File: src/rtl/ws2812b_pkg.sv
// Shared types and default WS2812B timing (64 MHz core clock) for the bit encoder.
// Pure definitions: no logic, no latency.
package ws2812b_pkg;

    localparam int DEF_T0H_CYCLES   = 26;
    localparam int DEF_T1H_CYCLES   = 51;
    localparam int DEF_BIT_CYCLES   = 80;
    localparam int DEF_LATCH_CYCLES = 19200;
    localparam int PIXEL_BITS       = 24;

    typedef enum logic [1:0] {
        IDLE  = 2'd0,
        SEND  = 2'd1,
        LATCH = 2'd2
    } state_t;

endpackage

File: src/rtl/ws2812b_bit_encoder_if.sv
// Pixel handshake into the encoder: GRB word plus latch request, valid/ready.
// Master offers the pixel, slave (the encoder) accepts on valid && ready.
interface ws2812b_bit_encoder_if;

    logic [23:0] data_in;
    logic        valid;
    logic        latch;
    logic        ready;

    modport master (
        output data_in,
        output valid,
        output latch,
        input  ready
    );

    modport slave (
        input  data_in,
        input  valid,
        input  latch,
        output ready
    );

endinterface

File: src/rtl/ws2812b_bit_timer.sv
// Cycle counter with terminal-count done pulse and next-cycle high/low compare.
// Zero latency: done and high_nxt are combinational from the registered count.
module ws2812b_bit_timer #(
    parameter int CNT_W = 15
) (
    input  logic             clk,
    input  logic             rst_n,
    input  logic             i_clr,
    input  logic             i_en,
    input  logic [CNT_W-1:0] i_term,
    input  logic [CNT_W-1:0] i_high_len,
    output logic             o_done,
    output logic             o_high_nxt
);

    logic [CNT_W-1:0] r_cnt;
    logic [CNT_W-1:0] w_cnt_nxt;

    assign o_done = i_en && (r_cnt == i_term);

    always_comb begin
        w_cnt_nxt = r_cnt;
        if (i_clr) begin
            w_cnt_nxt = '0;
        end else if (i_en) begin
            w_cnt_nxt = o_done ? '0 : r_cnt + 1'b1;
        end
    end

    // The output pin is registered upstream, so the compare looks one cycle ahead.
    assign o_high_nxt = (w_cnt_nxt < i_high_len);

    always_ff @(posedge clk or negedge rst_n) begin
        if (!rst_n) begin
            r_cnt <= '0;
        end else begin
            r_cnt <= w_cnt_nxt;
        end
    end

endmodule

File: src/rtl/ws2812b_bit_encoder.sv
// WS2812B serialiser: 24-bit GRB pixel, MSB first, led rises the cycle after acceptance.
// ready only in IDLE; WS2812B_BIT_ENCODER_BUFFER_EN adds a one-pixel holding buffer for gapless streams.
module ws2812b_bit_encoder
    import ws2812b_pkg::*;
#(
    parameter int T0H_CYCLES   = DEF_T0H_CYCLES,
    parameter int T1H_CYCLES   = DEF_T1H_CYCLES,
    parameter int BIT_CYCLES   = DEF_BIT_CYCLES,
    parameter int LATCH_CYCLES = DEF_LATCH_CYCLES
) (
    input  logic                  clk,
    input  logic                  rst_n,
    ws2812b_bit_encoder_if.slave  pix,
    output logic                  led
);

    localparam int CNT_W = $clog2(LATCH_CYCLES + 1);

    localparam logic [CNT_W-1:0] T0H_LEN    = CNT_W'(T0H_CYCLES);
    localparam logic [CNT_W-1:0] T1H_LEN    = CNT_W'(T1H_CYCLES);
    localparam logic [CNT_W-1:0] BIT_TERM   = CNT_W'(BIT_CYCLES - 1);
    localparam logic [CNT_W-1:0] LATCH_TERM = CNT_W'(LATCH_CYCLES - 1);
    localparam logic [4:0]       TOP_BIT    = 5'(PIXEL_BITS - 1);

    if (!(T0H_CYCLES > 0 && T0H_CYCLES < T1H_CYCLES &&
          T1H_CYCLES < BIT_CYCLES && BIT_CYCLES <= LATCH_CYCLES)) begin : g_param_check
        $fatal(1, "ws2812b_bit_encoder: illegal timing parameters");
    end

    state_t      r_state;
    state_t      w_state_nxt;
    logic [4:0]  r_bit_idx;
    logic [4:0]  w_bit_idx_nxt;
    logic [23:0] r_data;
    logic [23:0] w_data_nxt;
    logic        r_latch;
    logic        w_latch_nxt;
    logic        r_led;
    logic        w_led_nxt;
    logic        w_start;

    logic             w_tmr_clr;
    logic             w_tmr_en;
    logic [CNT_W-1:0] w_tmr_term;
    logic [CNT_W-1:0] w_tmr_high;
    logic             w_tmr_done;
    logic             w_tmr_high_nxt;

    // Next pixel source: either straight from the port or from the holding buffer.
    logic        w_src_vld;
    logic [23:0] w_src_data;
    logic        w_src_latch;

`ifdef WS2812B_BIT_ENCODER_BUFFER_EN
    logic        r_run;
    logic        r_buf_vld;
    logic [23:0] r_buf_data;
    logic        r_buf_latch;
    logic        w_acc;

    // r_run keeps ready low while in reset and for the first cycle after release.
    assign pix.ready   = r_run && !r_buf_vld;
    assign w_acc       = pix.valid && pix.ready;
    assign w_src_vld   = r_buf_vld || w_acc;
    assign w_src_data  = r_buf_vld ? r_buf_data  : pix.data_in;
    assign w_src_latch = r_buf_vld ? r_buf_latch : pix.latch;

    always_ff @(posedge clk or negedge rst_n) begin
        if (!rst_n) begin
            r_run       <= 1'b0;
            r_buf_vld   <= 1'b0;
            r_buf_data  <= '0;
            r_buf_latch <= 1'b0;
        end else begin
            r_run <= 1'b1;
            if (w_start) begin
                r_buf_vld <= 1'b0;
            end else if (w_acc) begin
                r_buf_vld   <= 1'b1;
                r_buf_data  <= pix.data_in;
                r_buf_latch <= pix.latch;
            end
        end
    end
`else
    assign pix.ready   = (r_state == IDLE);
    assign w_src_vld   = pix.valid && pix.ready;
    assign w_src_data  = pix.data_in;
    assign w_src_latch = pix.latch;
`endif

    ws2812b_bit_timer #(
        .CNT_W (CNT_W)
    ) u_bit_timer (
        .clk        (clk),
        .rst_n      (rst_n),
        .i_clr      (w_tmr_clr),
        .i_en       (w_tmr_en),
        .i_term     (w_tmr_term),
        .i_high_len (w_tmr_high),
        .o_done     (w_tmr_done),
        .o_high_nxt (w_tmr_high_nxt)
    );

    always_ff @(posedge clk or negedge rst_n) begin
        if (!rst_n) begin
            r_state <= LATCH;
        end else begin
            r_state <= w_state_nxt;
        end
    end

    always_comb begin
        w_state_nxt   = r_state;
        w_bit_idx_nxt = r_bit_idx;
        w_data_nxt    = r_data;
        w_latch_nxt   = r_latch;
        w_led_nxt     = 1'b0;
        w_start       = 1'b0;
        w_tmr_clr     = 1'b0;
        w_tmr_en      = 1'b0;
        w_tmr_term    = BIT_TERM;
        w_tmr_high    = T0H_LEN;

        case (r_state)
            IDLE: begin
                if (w_src_vld) begin
                    w_start = 1'b1;
                end
            end
            SEND: begin
                w_tmr_en   = 1'b1;
                w_tmr_high = r_data[r_bit_idx] ? T1H_LEN : T0H_LEN;
                w_led_nxt  = w_tmr_high_nxt;
                if (w_tmr_done) begin
                    if (r_bit_idx == 5'd0) begin
                        w_led_nxt = 1'b0;
                        if (r_latch) begin
                            w_state_nxt = LATCH;
                        end else if (w_src_vld) begin
                            w_start = 1'b1;
                        end else begin
                            w_state_nxt = IDLE;
                        end
                    end else begin
                        w_bit_idx_nxt = r_bit_idx - 1'b1;
                    end
                end
            end
            LATCH: begin
                w_tmr_en   = 1'b1;
                w_tmr_term = LATCH_TERM;
                w_tmr_high = '0;
                if (w_tmr_done) begin
                    if (w_src_vld) begin
                        w_start = 1'b1;
                    end else begin
                        w_state_nxt = IDLE;
                    end
                end
            end
            default: begin
                w_state_nxt = LATCH;
            end
        endcase

        // Loading a pixel overrides whatever the state above decided.
        if (w_start) begin
            w_state_nxt   = SEND;
            w_data_nxt    = w_src_data;
            w_latch_nxt   = w_src_latch;
            w_bit_idx_nxt = TOP_BIT;
            w_tmr_clr     = 1'b1;
            w_led_nxt     = 1'b1;
        end
    end

    always_ff @(posedge clk or negedge rst_n) begin
        if (!rst_n) begin
            r_bit_idx <= '0;
            r_data    <= '0;
            r_latch   <= 1'b0;
            r_led     <= 1'b0;
        end else begin
            r_bit_idx <= w_bit_idx_nxt;
            r_data    <= w_data_nxt;
            r_latch   <= w_latch_nxt;
            r_led     <= w_led_nxt;
        end
    end

    assign led = r_led;

endmodule

File: src/flat_wrapper.sv
// flat-port wrapper written by rule: the top's interface ports become plain ports
module ws2812b_bit_encoder_flat import ws2812b_pkg::*;
#(
    parameter int T0H_CYCLES   = DEF_T0H_CYCLES,
    parameter int T1H_CYCLES   = DEF_T1H_CYCLES,
    parameter int BIT_CYCLES   = DEF_BIT_CYCLES,
    parameter int LATCH_CYCLES = DEF_LATCH_CYCLES
)
  (clk, rst_n, led, pix_data_in, pix_valid, pix_latch, pix_ready);
  ws2812b_bit_encoder_if pix_i ();
  input  logic clk;
  input  logic rst_n;
  output logic led;
  input wire logic [$bits(pix_i.data_in)-1:0] pix_data_in;
  input wire logic [$bits(pix_i.valid)-1:0] pix_valid;
  input wire logic [$bits(pix_i.latch)-1:0] pix_latch;
  output wire logic [$bits(pix_i.ready)-1:0] pix_ready;
  assign pix_i.data_in = pix_data_in;
  assign pix_i.valid = pix_valid;
  assign pix_i.latch = pix_latch;
  assign pix_ready = pix_i.ready;
  ws2812b_bit_encoder #(.T0H_CYCLES(T0H_CYCLES), .T1H_CYCLES(T1H_CYCLES), .BIT_CYCLES(BIT_CYCLES), .LATCH_CYCLES(LATCH_CYCLES)) u_core (.clk(clk), .rst_n(rst_n), .pix(pix_i), .led(led));
endmodule
File: config.mk
export PLATFORM = sky130hd
export DESIGN_NAME = ws2812b_bit_encoder_flat
export DESIGN_NICKNAME = d
export VERILOG_FILES = /design/src/rtl/ws2812b_pkg.sv /design/src/rtl/ws2812b_bit_encoder_if.sv /design/src/rtl/ws2812b_bit_timer.sv /design/src/rtl/ws2812b_bit_encoder.sv /design/src/flat_wrapper.sv
export SDC_FILE = /design/constraint.sdc
export NUM_CORES = 1
export LEC_CHECK = 0
export BUFFER_PORTS_ARGS = -buffer_cell sky130_fd_sc_hd__buf_2
export CORE_AREA = 10 10 90 92
export CTS_CLUSTER_SIZE = 10
export DETAILED_ROUTE_END_ITERATION = 7
export DIE_AREA = 0 0 100 102
export GPL_TIMING_DRIVEN = 0
export PLACE_DENSITY = 0.61
export REMOVE_ABC_BUFFERS = 1
export SLEW_MARGIN = 20
export SYNTH_ARGS = -nofsm -noshare
export SYNTH_HDL_FRONTEND = slang
export SYNTH_SLANG_ARGS = --single-unit
export TNS_END_PERCENT = 50
File: constraint.sdc
create_clock -name clk -period 6.4 [get_ports clk]
set_clock_uncertainty 0.05 [all_clocks]
set_input_delay 1.28 -clock clk [delete_from_list [all_inputs] [get_ports clk]]
set_output_delay 1.28 -clock clk [all_outputs]
set_load 0.01 [all_outputs]
Yosys cells after proc, flatten, opt, wreduce, memory -nomap -nowiden
Cells that the tools add are included.
Widths: inputs -> output; s select.
{"block": "word_totals", "elab_cells": 58, "out_inout_bits": 2, "ff_bits": 48, "inputBits": 28}
{"block": "classes", "add_sub_neg": 2, "n_mux": 31, "n_reduce_logical": 9, "eq_ne": 8, "order_cmp": 2}
{"op": "$mux 15", "n": 4}
{"op": "$pmux 15 s2", "n": 1}
{"op": "$mux 5", "n": 4}
{"op": "$add 15x1->15 const B", "n": 1}
{"op": "$eq 15x15->1", "n": 1}
{"op": "$lt 15x15->1", "n": 1}
{"op": "$mux 1", "n": 12}
{"op": "$mux 2", "n": 6}
{"op": "$lt 5x6->1 const B", "n": 1}
{"op": "$mux 6", "n": 1}
{"op": "$ne 3x2->1 const B", "n": 2}
{"op": "$pmux 2 s3", "n": 1}
{"op": "$bmux 1 s5", "n": 1}
{"op": "$logic_not 5->1", "n": 1}
{"op": "$sub 5x1->5 const B", "n": 1}
{"op": "$reduce_and 4->1", "n": 1}
{"op": "$reduce_bool 2->1", "n": 2}
{"op": "$ne 3x1->1 const B", "n": 1}
{"op": "$pmux 1 s3", "n": 1}
{"op": "$reduce_and 3->1", "n": 1}
{"op": "$eq 2x1->1 const B", "n": 1}
{"op": "$eq 2x2->1 const B", "n": 1}
{"op": "$logic_and 1x1->1", "n": 2}
{"op": "$logic_not 2->1", "n": 1}
{"op": "other kinds (3)", "n": 3}

Depth between registers and ports, before layout
Gate-level depths: netlist of run 1.
{"block": "logic_depth", "ltp_word": 14, "ltp_mapped": 15, "depth_no_buf": 13}

Modules after synthesis
A second synthesis of run 1 with hierarchy kept.
{"block": "hier_totals", "hier_cells": 349, "hier_area_um2": 3118.0}
{"module": "ws2812b_bit_encoder", "instances": 1, "area_each_um2": 1736.7, "seq_area_each_um2": 827.0, "cells_each": 194}
{"module": "ws2812b_bit_timer", "instances": 1, "area_each_um2": 1381.3, "seq_area_each_um2": 375.4, "cells_each": 155}

Least setup slack after synthesis of run 1
OpenSTA, ideal clock, no wires.
{"block": "synth_path", "path_type": "in2reg", "from": "in pix_valid", "to": "reg u_core.r_led (netlist: u_core.led)", "n_path_buf": 1, "cell_stages": 11, "setup_slack_ps": 2797, "arrival_time_ps": 3474, "t_required_ps": 6271, "setup_time_ps": 79, "path_cell_list": "nand2_1 -> or2_2 -> nand2_1 -> clkbuf_1 -> nor2_1 -> ha_1 -> a21o_1 -> a21oi_1 -> o2111ai_1 -> or4_1 -> a2bb2oi_1"}
{"block": "synth_via", "elab_chain_cells": 13, "elab_cells_between_ends": 14, "classes_between": "1 x order compare; 12 x mux; 1 x reduce/logical"}
{"element": "start: declaration", "line": "flat_wrapper.sv:15", "source": "input wire logic [$bits(pix_i.valid)-1:0] pix_valid;"}
{"element": "$logic_and 1x1->1 *", "line": "ws2812b_bit_encoder.sv:87", "source": "assign w_src_vld = pix.valid && pix.ready;"}
{"element": "$mux 1 *", "line": "ws2812b_bit_encoder.sv:127, ws2812b_bit_encoder.sv:140, ws2812b_bit_encoder.sv:155"}
{"element": "$mux 1", "line": "ws2812b_bit_encoder.sv:138", "source": "if (r_latch) begin"}
{"element": "$mux 1", "line": "ws2812b_bit_encoder.sv:136", "source": "if (r_bit_idx == 5'd0) begin"}
{"element": "$mux 1", "line": "ws2812b_bit_encoder.sv:135", "source": "if (w_tmr_done) begin"}
{"element": "$pmux 1 s3 *", "line": "ws2812b_bit_encoder.sv:125", "source": "case (r_state)"}
{"element": "$mux 1 *", "line": "ws2812b_bit_encoder.sv:168", "source": "if (w_start) begin"}
{"element": "$mux 15 *", "line": "ws2812b_bit_timer.sv:23", "source": "if (i_clr) begin"}
{"element": "via u_core.u_bit_timer.w_cnt_nxt[4]", "line": "ws2812b_bit_timer.sv:17", "source": "logic [CNT_W-1:0] w_cnt_nxt;"}
{"element": "$lt 15x15->1 *", "line": "ws2812b_bit_timer.sv:31", "source": "assign o_high_nxt = (w_cnt_nxt < i_high_len);"}
{"element": "$mux 1", "line": "ws2812b_bit_encoder.sv:136"}
{"element": "$mux 1 *", "line": "ws2812b_bit_encoder.sv:135"}
{"element": "$mux 1 *", "line": "ws2812b_bit_encoder.sv:125"}
{"element": "$mux 1 *", "line": "ws2812b_bit_encoder.sv:168"}
{"element": "via u_core.w_led_nxt", "line": "ws2812b_bit_encoder.sv:39", "source": "logic w_led_nxt;"}
{"element": "end signal: assignment", "line": "ws2812b_bit_encoder.sv:188", "source": "r_led <= w_led_nxt;"}
{"element": "end: declaration", "line": "ws2812b_bit_encoder.sv:38", "source": "logic r_led;"}
The timed path passes the listed nets; every way through them passes the cells marked *.
A chain may end at the register's enable or synchronous reset.

Worst setup path in the final report of run 1
{"block": "layout_path", "from": "reg u_core.r_state[1]", "to": "reg u_core.r_led (netlist: u_core.led)"}
{"block": "layout_via", "elab_chain_cells": 14, "elab_cells_between_ends": 25, "classes_between": "1 x order compare; 3 x eq/ne; 17 x mux; 4 x reduce/logical"}
{"element": "start: declaration", "line": "ws2812b_bit_encoder.sv:30", "source": "state_t r_state;"}
{"element": "start signal: assignment", "line": "ws2812b_bit_encoder.sv:109", "source": "r_state <= w_state_nxt;"}
{"element": "branches (longest 8 deep; another with $mux 15)"}
{"element": "$mux 15 *", "line": "ws2812b_bit_timer.sv:23"}
{"element": "via u_core.u_bit_timer.w_cnt_nxt[4]", "line": "ws2812b_bit_timer.sv:17"}
{"element": "$lt 15x15->1 *", "line": "ws2812b_bit_timer.sv:31"}
{"element": "$mux 1", "line": "ws2812b_bit_encoder.sv:136"}
{"element": "$mux 1 *", "line": "ws2812b_bit_encoder.sv:135"}
{"element": "$mux 1 *", "line": "ws2812b_bit_encoder.sv:125"}
{"element": "$mux 1 *", "line": "ws2812b_bit_encoder.sv:168"}
{"element": "via u_core.w_led_nxt", "line": "ws2812b_bit_encoder.sv:39"}
Mark *: on every way through the listed nets, which the timed path passes.

==> results.toml, run 1 <==
[status]
status = "complete, no violations"

[critical_path]
r2r_slack_ns = 2.28
worstSetupPathType = "reg -> reg"
cp_slowest_cell = "dfstp_2"
reg2reg_depth = 12
path_delay_family = "simple AND/OR/NAND/NOR gates"
r2r_end = "u_core.led$_DFF_PN0_"
crit_buf_inv = 1
path_cells = "inv_1 -> ha_1 -> and4_1 -> o2111ai_2 -> nand2_1 -> nor2_1 -> ha_1 -> a21o_1 -> a21oi_1 -> o2111ai_1 -> or4_1 -> a2bb2oi_1"
start_kind = "flop"
arrival_ns = 4.29
cpMostUsedCell = "ha_1"
cp_max_fo = 14
timing.rr.start = "u_core.r_state[1]$_DFFE_PN1P_"
endpoint_kind = "flop"
slowest_delay_ns = 0.60
worstPathRequired_ns = 6.57

[die]
core_area_sq_um = 6280
ios = 30
initial_core_util = 0.446
die_y_um = 102
num_rows = 29
die-area_sq_um = 10200
dieWidth_um = 100

[power]
netSwitchingPower_mw = 0.116
swShare = 0.210
p_leak_nw = 1.55
p_per_area_nw_per_um2 = 181
internal_power_mw = 0.437
p_seq_frac = 0.548
vdd_ir_drop_max_uv = 105
power_mw = 0.553
p_clk_frac = 0.427
pwr-share-comb = 0.025

[cts]
cts-root-buf = "clkbuf_8"
path_clk_slew_ns = 0.10
post_cts_buffers = 0
postCtsHoldBufs = 0
clock_latency_ns = 0.31
cts.htree.levels = 2
cts_sinks = 48
clock_path_buffers = 2
cts-resized-gates = 0
cts_tree = "built"
cts_buffers = 5

[detailed_routing]
drt-vias-per-instance = 5.45
drc = 0
firstDrtPassIters = 4
via_count = 2181
drt_iter0_markers = 63
drt-total-wl_mm = 5.89
ant_nets = 0
avgRoutedWirePerCell_um = 14.7

[sta]
relSlewSlack = 0.508
setup_ws_ns = 2.28
tns_ns = 0
fmax_mhz = 243
hold_violations = 0
holdWs_ns = 0.428
fin_crit_sh = 0.644
tightest_slew_ns = 0.737
fin_crit_ns = 4.12
setup_viol = 0
maxSlewViolCount = 0
rsz0062_at_grt = "false"

[synth]
yosysWarnings = 0
synthCells = 307
synth_seq_cells = 48
synth_edf_count = 0
ys_async_sr_fraction = 1.00
synth_area_sq_um = 2800
synthFlopType = "dfrtp_1"
ys_seq_area_frac = 0.429
ys_types = 58
syn_avg_cell_area_sq_um = 9.12

[place]
place.gp.congestion = 0.884
io_buffer_count = 29
dp_hpwl_mm = 4.13
place_ws_ns = 1.95

[final_layout]
drive_gt1_frac = 0.164
nets = 361
area_delta_synth_final_pct = 9.16
fillCellCount = 632
n_antenna_cell = 0
fin_util = 0.487

[global_routing]
grt_max_degree = 49
track_usage = 0.121
grt_pass1_wl_mm = 10.3
overflow = 0
grt_pass1_vias = 2263
grt_antenna_before_repair = 0

[worst_hold_path]
hold_depth = 2
hp-class = "reg -> reg"
min_from = "u_core.r_data[18]$_DFFE_PN0P_"
whs_endpoint = "u_core.r_data[18]$_DFFE_PN0P_"

[flow_run]
max_cap_violations = 0
[cell usage after synthesis, drive strengths merged, types with 5 or more instances]
master / instances / share of area
nand2: 92 / 0.12
dfrtp: 47 / 0.42
nor2: 20 / 0.027
clkbuf: 11 / 0.015
ha: 11 / 0.049
buf: 10 / 0.026
nand4: 9 / 0.020
xnor2: 9 / 0.028
mux2i: 8 / 0.029
xor2: 7 / 0.022
inv: 6 / 0.0080
nand3: 6 / 0.011
nor3: 6 / 0.011
a21oi: 5 / 0.0089
nor4: 5 / 0.022
[layer usage]
layer	part of all wire	GRT usage	vias to the layer above
met1	0.47	0.150	1059
li1	-	-	1087
met5	0	0	-
met3	0.036	0.0331	2
met2	0.49	0.205	33
met4	0.0048	0.0261	0
[area by class of cell]
type / count / area, sq um / area share
Multi-Input combinational cell: 232 / 1470 / 0.480
Sequential cell: 48 / 1200 / 0.393
Timing Repair Buffer: 29 / 148 / 0.0483
Tap cell: 77 / 96.3 / 0.0315
Clock buffer: 6 / 82.6 / 0.0270
Clock inverter: 2 / 38.8 / 0.0127
Inverter: 6 / 22.5 / 0.00737
[cells by family after synthesis]
logic type                 Yosys count  share of synthesized area
and+or+nand+nor                    155                      0.257
DFF                                 48                      0.429
AOI/OAI and AO/OA                   36                     0.0996
buffers and inverters               27                     0.0496
xor gates and xnor gates            16                     0.0500
muxes                               14                     0.0648
adders and majority gates           11                     0.0492
[layout by cell type, fill, tap and decap left out, types with 2 or more instances in the layout]
cell type / n
a2bb2oi_1: 3
xor2_1: 7
nor2_1: 19
a21oi_1: 5
mux2_2: 2
nand2b_1: 2
or2_2: 3
dfrtp_1: 47
a311oi_1: 2
nor3_1: 6
mux2i_1: 8
nand3_1: 6
ha_1: 11
nand2_1: 92
mux4_2: 3
clkbuf_8: 6
inv_1: 6
nor4_4: 2
a31oi_1: 4
buf_2: 28
nand4_1: 9
a21boi_0: 2
nand3b_1: 2
and3_1: 2
o21ai_0: 2
o21bai_1: 2
xnor2_1: 9
nor4_1: 3
[power by group through the flow]
stage,clock (mW),combinational (mW),sequential (mW)
floorplan,0,0.000188,0.309
global placement,0,0.0141,0.309
detailed placement,0,0.0142,0.309
CTS,0.242,0.0143,0.303
global route,0.251,0.0162,0.303
finish,0.236,0.0137,0.303
[stage by stage]
stage / cell area [sq um] / instances
after floorplan: 2680 / 286
after global placement: 2930 / 392
after detailed placement: 2930 / 392
after CTS: 3050 / 400
after global routing: 3060 / 400
final: 3060 / 400
[worst register-to-register path: stages (launching register included)]
cell and delay, ns:
dfstp_2 0.60, inv_1 0.07, ha_1 0.47, and4_1 0.39, o2111ai_2 0.28, nand2_1 0.48
nor2_1 0.14, ha_1 0.34, a21o_1 0.17, a21oi_1 0.21, o2111ai_1 0.14, or4_1 0.50
a2bb2oi_1 0.21
[state kept, by name (all words and copies together), names as in the netlist]
register / flops
u_core.r_data: 24
u_core.r_latch: 1
u_core.r_bit_idx: 5
u_core.led: 1
u_core.u_bit_timer.r_cnt: 15
u_core.r_state: 2
[how the worst max path moves through the flow]
| stage | slack (ns) | depth (start not counted) | from | endpoint |
|---|---|---|---|---|
| after global placement | 2.07 | 9 | pix_valid | u_core.led$_DFF_PN0_ |
| after global routing | 1.95 | 12 | u_core.r_state[1]$_DFFE_PN1P_ | u_core.led$_DFF_PN0_ |
| final | 2.28 | 12 | u_core.r_state[1]$_DFFE_PN1P_ | u_core.led$_DFF_PN0_ |
| after detailed placement | 1.95 | 11 | pix_valid | u_core.led$_DFF_PN0_ |
| after CTS | 2.27 | 11 | pix_valid | u_core.led$_DFF_PN0_ |
| after floorplan | 2.73 | 10 | pix_valid | u_core.led$_DFF_PN0_ |
No activity file was read; power rests on OpenSTA's default activity.
==> run 2: changes to the inputs <==
--- a/config.mk
+++ b/config.mk
@@ -5,13 +5,14 @@
 export SDC_FILE = /design/constraint.sdc
 export NUM_CORES = 1
 export LEC_CHECK = 0
+export ABC_AREA = 1
 export BUFFER_PORTS_ARGS = -buffer_cell sky130_fd_sc_hd__buf_2
-export CORE_AREA = 10 10 90 92
+export CORE_AREA = 10 10 91 93
 export CTS_CLUSTER_SIZE = 10
 export DETAILED_ROUTE_END_ITERATION = 7
-export DIE_AREA = 0 0 100 102
+export DIE_AREA = 0 0 101 103
 export GPL_TIMING_DRIVEN = 0
-export PLACE_DENSITY = 0.61
+export PLACE_DENSITY = 0.6
 export REMOVE_ABC_BUFFERS = 1
 export SLEW_MARGIN = 20
 export SYNTH_ARGS = -nofsm -noshare
==> constraint.sdc (replaced) <==
create_clock -name clk -period 4.15 [get_ports clk]
set_clock_uncertainty 0.05 [all_clocks]
set_input_delay 0.83 -clock clk [delete_from_list [all_inputs] [get_ports clk]]
set_output_delay 0.83 -clock clk [all_outputs]
set_load 0.01 [all_outputs]
==> run 2 against run 1 <==
Net effect: largest power group unchanged; largest cell class unchanged; clock power increased by 44%; maximum frequency increased by 16%; setup slack got worse by 1.7 ns.
==> results.toml, run 2 <==
[detailed_routing]
ant_nets = 0
drt-total-wl_mm = 6.20
drt-vias-per-instance = 4.81
via_count = 2416
drt_iter0_markers = 71
drc = 0
firstDrtPassIters = 4
avgRoutedWirePerCell_um = 12.3

[power]
vdd_ir_drop_max_uv = 150
p_per_area_nw_per_um2 = 264
p_leak_nw = 1.65
power_mw = 0.827

[sta]
tightest_slew_ns = 0.723
setup_viol = 0
fin_crit_ns = 3.56
maxSlewViolCount = 0
hold_violations = 0
fin_crit_sh = 0.857
relSlewSlack = 0.517
fmax_mhz = 281
rsz0062_at_grt = "false"

[global_routing]
use_met2 = 0.214
track_usage = 0.131
grt_antenna_before_repair = 0
grt-busiest-layer = "met2"
grt_pass1_vias = 2501
overflow = 0
grt_max_degree = 49
grt_use_met1 = 0.170
use_met3 = 0.0275
grt_pass1_wl_mm = 11.3

[die]
die-area_sq_um = 10400
dieWidth_um = 101
num_rows = 30
initial_core_util = 0.430
core_area_sq_um = 6570
ios = 30
die_y_um = 103

[critical_path]
endpoint_kind = "flop"
worstSetupPathType = "reg -> reg"
arrival_ns = 3.73
r2r_end = "u_core.led$_DFF_PN0_"
timing.rr.start = "u_core.r_state[0]$_DFFE_PN0P_"
cp_max_fo = 34
start_kind = "flop"
reg2reg_depth = 15
r2r_slack_ns = 0.59
worstPathRequired_ns = 4.32

[cts]
path_clk_slew_ns = 0.09
cts_buffers = 5
cts_tree = "built"
postCtsHoldBufs = 0
clock_path_buffers = 2
cts-root-buf = "clkbuf_8"
cts_sinks = 48
cts.htree.levels = 2
clock_latency_ns = 0.30

[final_layout]
nets = 460
fillCellCount = 664
finalInstanceArea_sq_um = 3130
layoutNonFillerInstCount = 502
area_delta_synth_final_pct = 10.8
multiInputGateArea_sq_um = 1400
top_regs = "u_core.r_data (24), u_core.u_bit_timer.r_cnt (15), u_core.r_bit_idx (5)"
largest-register = "u_core.r_data"
drive_gt1_frac = 0.137
seq_area_sq_um = 1200
largest_reg_flops = 24
mostFrequentLayoutCells = "nand2_1, dfrtp_1, inv_1, nor2_1, nand3_1"
layout_commonest_cell = "nand2_1"
n_antenna_cell = 0

[synth]
synth_edf_count = 0
synth_compound_area_frac = 0.0598
yosys.area_share.simple = 0.378
synth_xor_area_frac = 0.00620
synth_fa_ha_area_frac = 0.0487
syn_avg_cell_area_sq_um = 7.15
ys_top_cells_by_area = "dfrtp_1, nand2_1, inv_1"
synth.area.mux_share = 0
synthFlopType = "dfrtp_1"
ys_types = 33
yosysWarnings = 0
synth_seq_cells = 48
synthCells = 395
yosysMostFrequentCell = "nand2_1"
synthTopCellsByCount = "nand2_1, dfrtp_1, inv_1, nor2_1, nand3_1"
synth_top_family_by_area = "simple AND/OR/NAND/NOR gates"
ys_seq_area_frac = 0.426
synth_area_sq_um = 2830
yosysTopAreaCell = "dfrtp_1"
ys_async_sr_fraction = 1.00
netlist.area_leader.share = 0.416

[place]
dp_hpwl_mm = 4.46
dp_cells = 493
place.gp.congestion = 0.851
placed_cell_area_sq_um = 3010
io_buffer_count = 29

[status]
status = "complete, no violations"

[flow_run]
max_cap_violations = 0

[worst_hold_path]
hold_depth = 2
whs_endpoint = "u_core.r_data[15]$_DFFE_PN0P_"
min_from = "u_core.r_data[15]$_DFFE_PN0P_"
hp-class = "reg -> reg"
run 2: changes by cell type after synthesis, sizes merged, moves of 6 or more:
| cell | previous run | this run |
|---|---|---|
| xnor2 | 9 | 1 |
| o21ai | 3 | 17 |
| nor2 | 20 | 48 |
| nand2 | 92 | 155 |
| xor2 | 7 | 1 |
| nand3 | 6 | 34 |
| inv | 6 | 43 |
| mux2i | 8 | 0 |
| clkbuf | 11 | 5 |
run 2: layer usage:
| metal | vias to the layer above | wire length, um |
|---|---|---|
| met3 | 7 | 203 |
| met4 | 0 | 85 |
| li1 | 1286 | - |
| met5 | - | 0 |
| met2 | 31 | 2920 |
| met1 | 1092 | 2990 |
run 2: what timing repair did:
action	in CTS	in global routing
setup endpoints to repair	0	2
buffers inserted	0	0
gates resized for setup	0	1
endpoints found under the hold margin	0	0
run 2: cell families (layout without fill, tap and decap cells):
kind of cell,Yosys count,after routing
XOR/XNOR,2,2
AO/OA/AOI/OAI,29,29
AND/OR/NAND/NOR,250,250
buffers and inverters,55,82
adder cells (fa/ha/maj),11,11
flip-flops,48,48
run 2: power breakdown:
part	switching [mW]	leakage, nW	total [mW]	internal [mW]
sequential	0	0.626	0.467	0.467
clock	0.160	0.0552	0.339	0.179
combinational	0.0117	0.971	0.0207	0.00898
total	0.172	1.65	0.827	0.655
run 2: through the flow:
stage | hold WS, ns | util | setup WS, ns | setup TNS [ns]
detailed placement | 0.406 | 0.459 | 0.268 | 0
finish | 0.422 | 0.477 | 0.591 | 0
CTS | 0.430 | 0.475 | 0.384 | 0
floorplan | 0.387 | - | 0.808 | 0
global route | 0.454 | 0.477 | 0.109 | 0
global placement | 0.400 | 0.458 | -0.297 | -0.297
run 2: area by class of cell:
class | count | area share
inverters | 44 | 0.0548
repair buffers | 29 | 0.0472
multi-input cells | 292 | 0.446
clock inverters | 2 | 0.0112
flip-flops and latches | 48 | 0.384
clock buffers | 6 | 0.0232
repair inverters | 1 | 0.00160
well taps | 80 | 0.0320
run 2: worst max-delay path, cell delays in order, from the launching register on:
cell	delay (ns)
dfrtp_1	0.42
inv_1	0.14
ha_1	0.22
nand2_1	0.12
nor2_4	0.57
clkinvlp_4	0.62
nand2_4	0.31
nor3_1	0.09
ha_1	0.31
a21oi_1	0.13
nor2_1	0.06
nor2_1	0.13
nand3_1	0.08
nor2_1	0.09
nand2_1	0.05
nand2_1	0.05
run 2: worst max-delay path by stage:
stage | start | endpoint | slack [ns] | cells past startpoint
after global routing | u_core.r_state[0]$_DFFE_PN0P_ | u_core.led$_DFF_PN0_ | 0.11 | 15
after floorplan | pix_valid | u_core.led$_DFF_PN0_ | 0.81 | 13
after detailed placement | pix_valid | u_core.led$_DFF_PN0_ | 0.27 | 14
final | u_core.r_state[0]$_DFFE_PN0P_ | u_core.led$_DFF_PN0_ | 0.59 | 15
after CTS | u_core.r_state[0]$_DFFE_PN0P_ | u_core.led$_DFF_PN0_ | 0.38 | 15
after global placement | pix_valid | u_core.led$_DFF_PN0_ | -0.30 | 14
==> run 3: changes to the inputs <==
--- a/config.mk
+++ b/config.mk
@@ -8,6 +8,7 @@
 export ABC_AREA = 1
 export BUFFER_PORTS_ARGS = -buffer_cell sky130_fd_sc_hd__buf_2
 export CORE_AREA = 10 10 91 93
+export CTS_BUF_LIST = sky130_fd_sc_hd__clkbuf_2
 export CTS_CLUSTER_SIZE = 10
 export DETAILED_ROUTE_END_ITERATION = 7
 export DIE_AREA = 0 0 101 103
==> run 3 against run 2 <==
Net effect: first-iteration DRC count fell by 14%; routed wire length fell by 0.94%; maximum frequency fell by 1.2%; worst hold slack got worse by 0.10 ns; sequential power barely moved; register-to-register slack got worse by 0.04 ns; final cell count did not move; core utilization fell by 0.65 points; count of clock-buffer cells in the layout did not move; critical endpoint unchanged; largest power group unchanged.
==> results.toml, run 3 (same netlist as run 2, synthesis figures left out) <==
[final_layout]
drive_gt1_frac = 0.140
n_antenna_cell = 0
layoutNonFillerInstCount = 502
mostFrequentLayoutCells = "nand2_1, dfrtp_1, inv_1, nor2_1, nand3_1"
top_regs = "u_core.r_data (24), u_core.u_bit_timer.r_cnt (15), u_core.r_bit_idx (5)"
area_delta_synth_final_pct = 9.30
fin_util = 0.470
nets = 460
largest_reg_flops = 24
layout_commonest_cell = "nand2_1"
fillCellCount = 668
largest-register = "u_core.r_data"

[critical_path]
worstSetupPathType = "reg -> reg"
cp_max_fo = 34
arrival_ns = 3.91
start_kind = "flop"
worstPathRequired_ns = 4.46
reg2reg_depth = 15
endpoint_kind = "flop"

[place]
place.gp.congestion = 0.851
dp_cells = 493
dp_hpwl_mm = 4.46
io_buffer_count = 29

[die]
dieWidth_um = 101
ios = 30
core_area_sq_um = 6570
die_y_um = 103
num_rows = 30
die-area_sq_um = 10400
initial_core_util = 0.430

[cts]
cts_tree = "built"
cts_sinks = 48
cts_buffers = 5
clock_path_buffers = 2
path_clk_slew_ns = 0.24
cts-root-buf = "clkbuf_2"
postCtsHoldBufs = 0
clock_latency_ns = 0.42
cts.htree.levels = 2

[global_routing]
grt_antenna_before_repair = 0
overflow = 0
grt_pass1_wl_mm = 11.3
grt_max_degree = 49
grt_pass1_vias = 2491
track_usage = 0.131

[power]
p_leak_nw = 1.64
p_per_area_nw_per_um2 = 242
vdd_ir_drop_max_uv = 118

[worst_hold_path]
hp-class = "in -> async"

[detailed_routing]
drt_iter0_markers = 61
ant_nets = 0
drc = 0
avgRoutedWirePerCell_um = 12.2
firstDrtPassIters = 5
drt-vias-per-instance = 4.79
drt-total-wl_mm = 6.14
via_count = 2406

[sta]
relSlewSlack = 0.510
tightest_slew_ns = 0.734
fmax_mhz = 278
fin_crit_ns = 3.60
maxSlewViolCount = 0
fin_crit_sh = 0.868
setup_viol = 0
rsz0062_at_grt = "false"
hold_violations = 0

[flow_run]
max_cap_violations = 0

[status]
status = "complete, no violations"
## run 3: what timing repair did
action	in CTS	in global routing
buffers inserted	0	0
resized for setup	0	1
setup endpoints to repair	0	2
## run 3: critical path, cell delays in order (launching register included)
cell and delay, ns:
dfrtp_1 0.47, inv_1 0.14, ha_1 0.21, nand2_1 0.12, nor2_4 0.58, clkinvlp_4 0.62, nand2_4 0.32, nor3_1 0.09
ha_1 0.31, a21oi_1 0.13, nor2_1 0.06, nor2_1 0.14, nand3_1 0.09, nor2_1 0.09, nand2_1 0.05, nand2_1 0.05
## run 3: cell type report
| type | count | area (sq um) | share of cell area |
|---|---|---|---|
| Clock buffer | 6 | 30.0 | 0.00972 |
| Clock inverter | 2 | 35.0 | 0.0113 |
| Inverter | 44 | 171 | 0.0555 |
| Multi-Input combinational cell | 292 | 1400 | 0.452 |
| Sequential cell | 48 | 1200 | 0.389 |
| Tap cell | 80 | 100 | 0.0324 |
| Timing Repair Buffer | 29 | 148 | 0.0478 |
| Timing Repair inverter | 1 | 5.00 | 0.00162 |
## run 3: path summary, 6_finish.rpt
| kind | from | to | slack [ns] |
|---|---|---|---|
| setup reg to reg | u_core.r_state[0]$_DFFE_PN0P_ | u_core.led$_DFF_PN0_ | 0.55 |
| setup / recovery | u_core.r_state[0]$_DFFE_PN0P_ | u_core.led$_DFF_PN0_ | 0.55 |
| hold reg to reg | u_core.r_data[15]$_DFFE_PN0P_ | u_core.r_data[15]$_DFFE_PN0P_ | 0.45 |
| hold / removal | rst_n | u_core.u_bit_timer.r_cnt[1]$_DFF_PN0_ | 0.32 |
| min in group clk | u_core.r_data[15]$_DFFE_PN0P_ | u_core.r_data[15]$_DFFE_PN0P_ | 0.45 |
| max in group asynchronous | rst_n | u_core.u_bit_timer.r_cnt[10]$_DFF_PN0_ | 3.32 |
## run 3: per-stage QoR
stage	power (mW)	hold WS [ns]	TNS, ns	setup slack (ns)	cell area, sq um
4_1_cts	0.760	0.321	0	0.354	3080
6_report	0.747	0.320	0	0.547	3090
3_3_place_gp	0.498	0.400	-0.297	-0.297	3010
2_1_floorplan	0.477	0.387	0	0.808	2760
3_5_place_dp	0.498	0.406	0	0.268	3010
5_1_grt	0.776	0.315	0	0.0795	3090
## run 3: layer usage
layer,track usage,wire length [um],share of wire
met5,0,0,0
met2,0.215,2890,0.47
met3,0.0275,169,0.028
met4,0.0397,95,0.015
met1,0.169,2990,0.49
## run 3: power by group
group | internal, mW | switching [mW]
Clock | 0.103 | 0.153
Combinational | 0.00898 | 0.0117
Sequential | 0.469 | 0
Total | 0.581 | 0.165
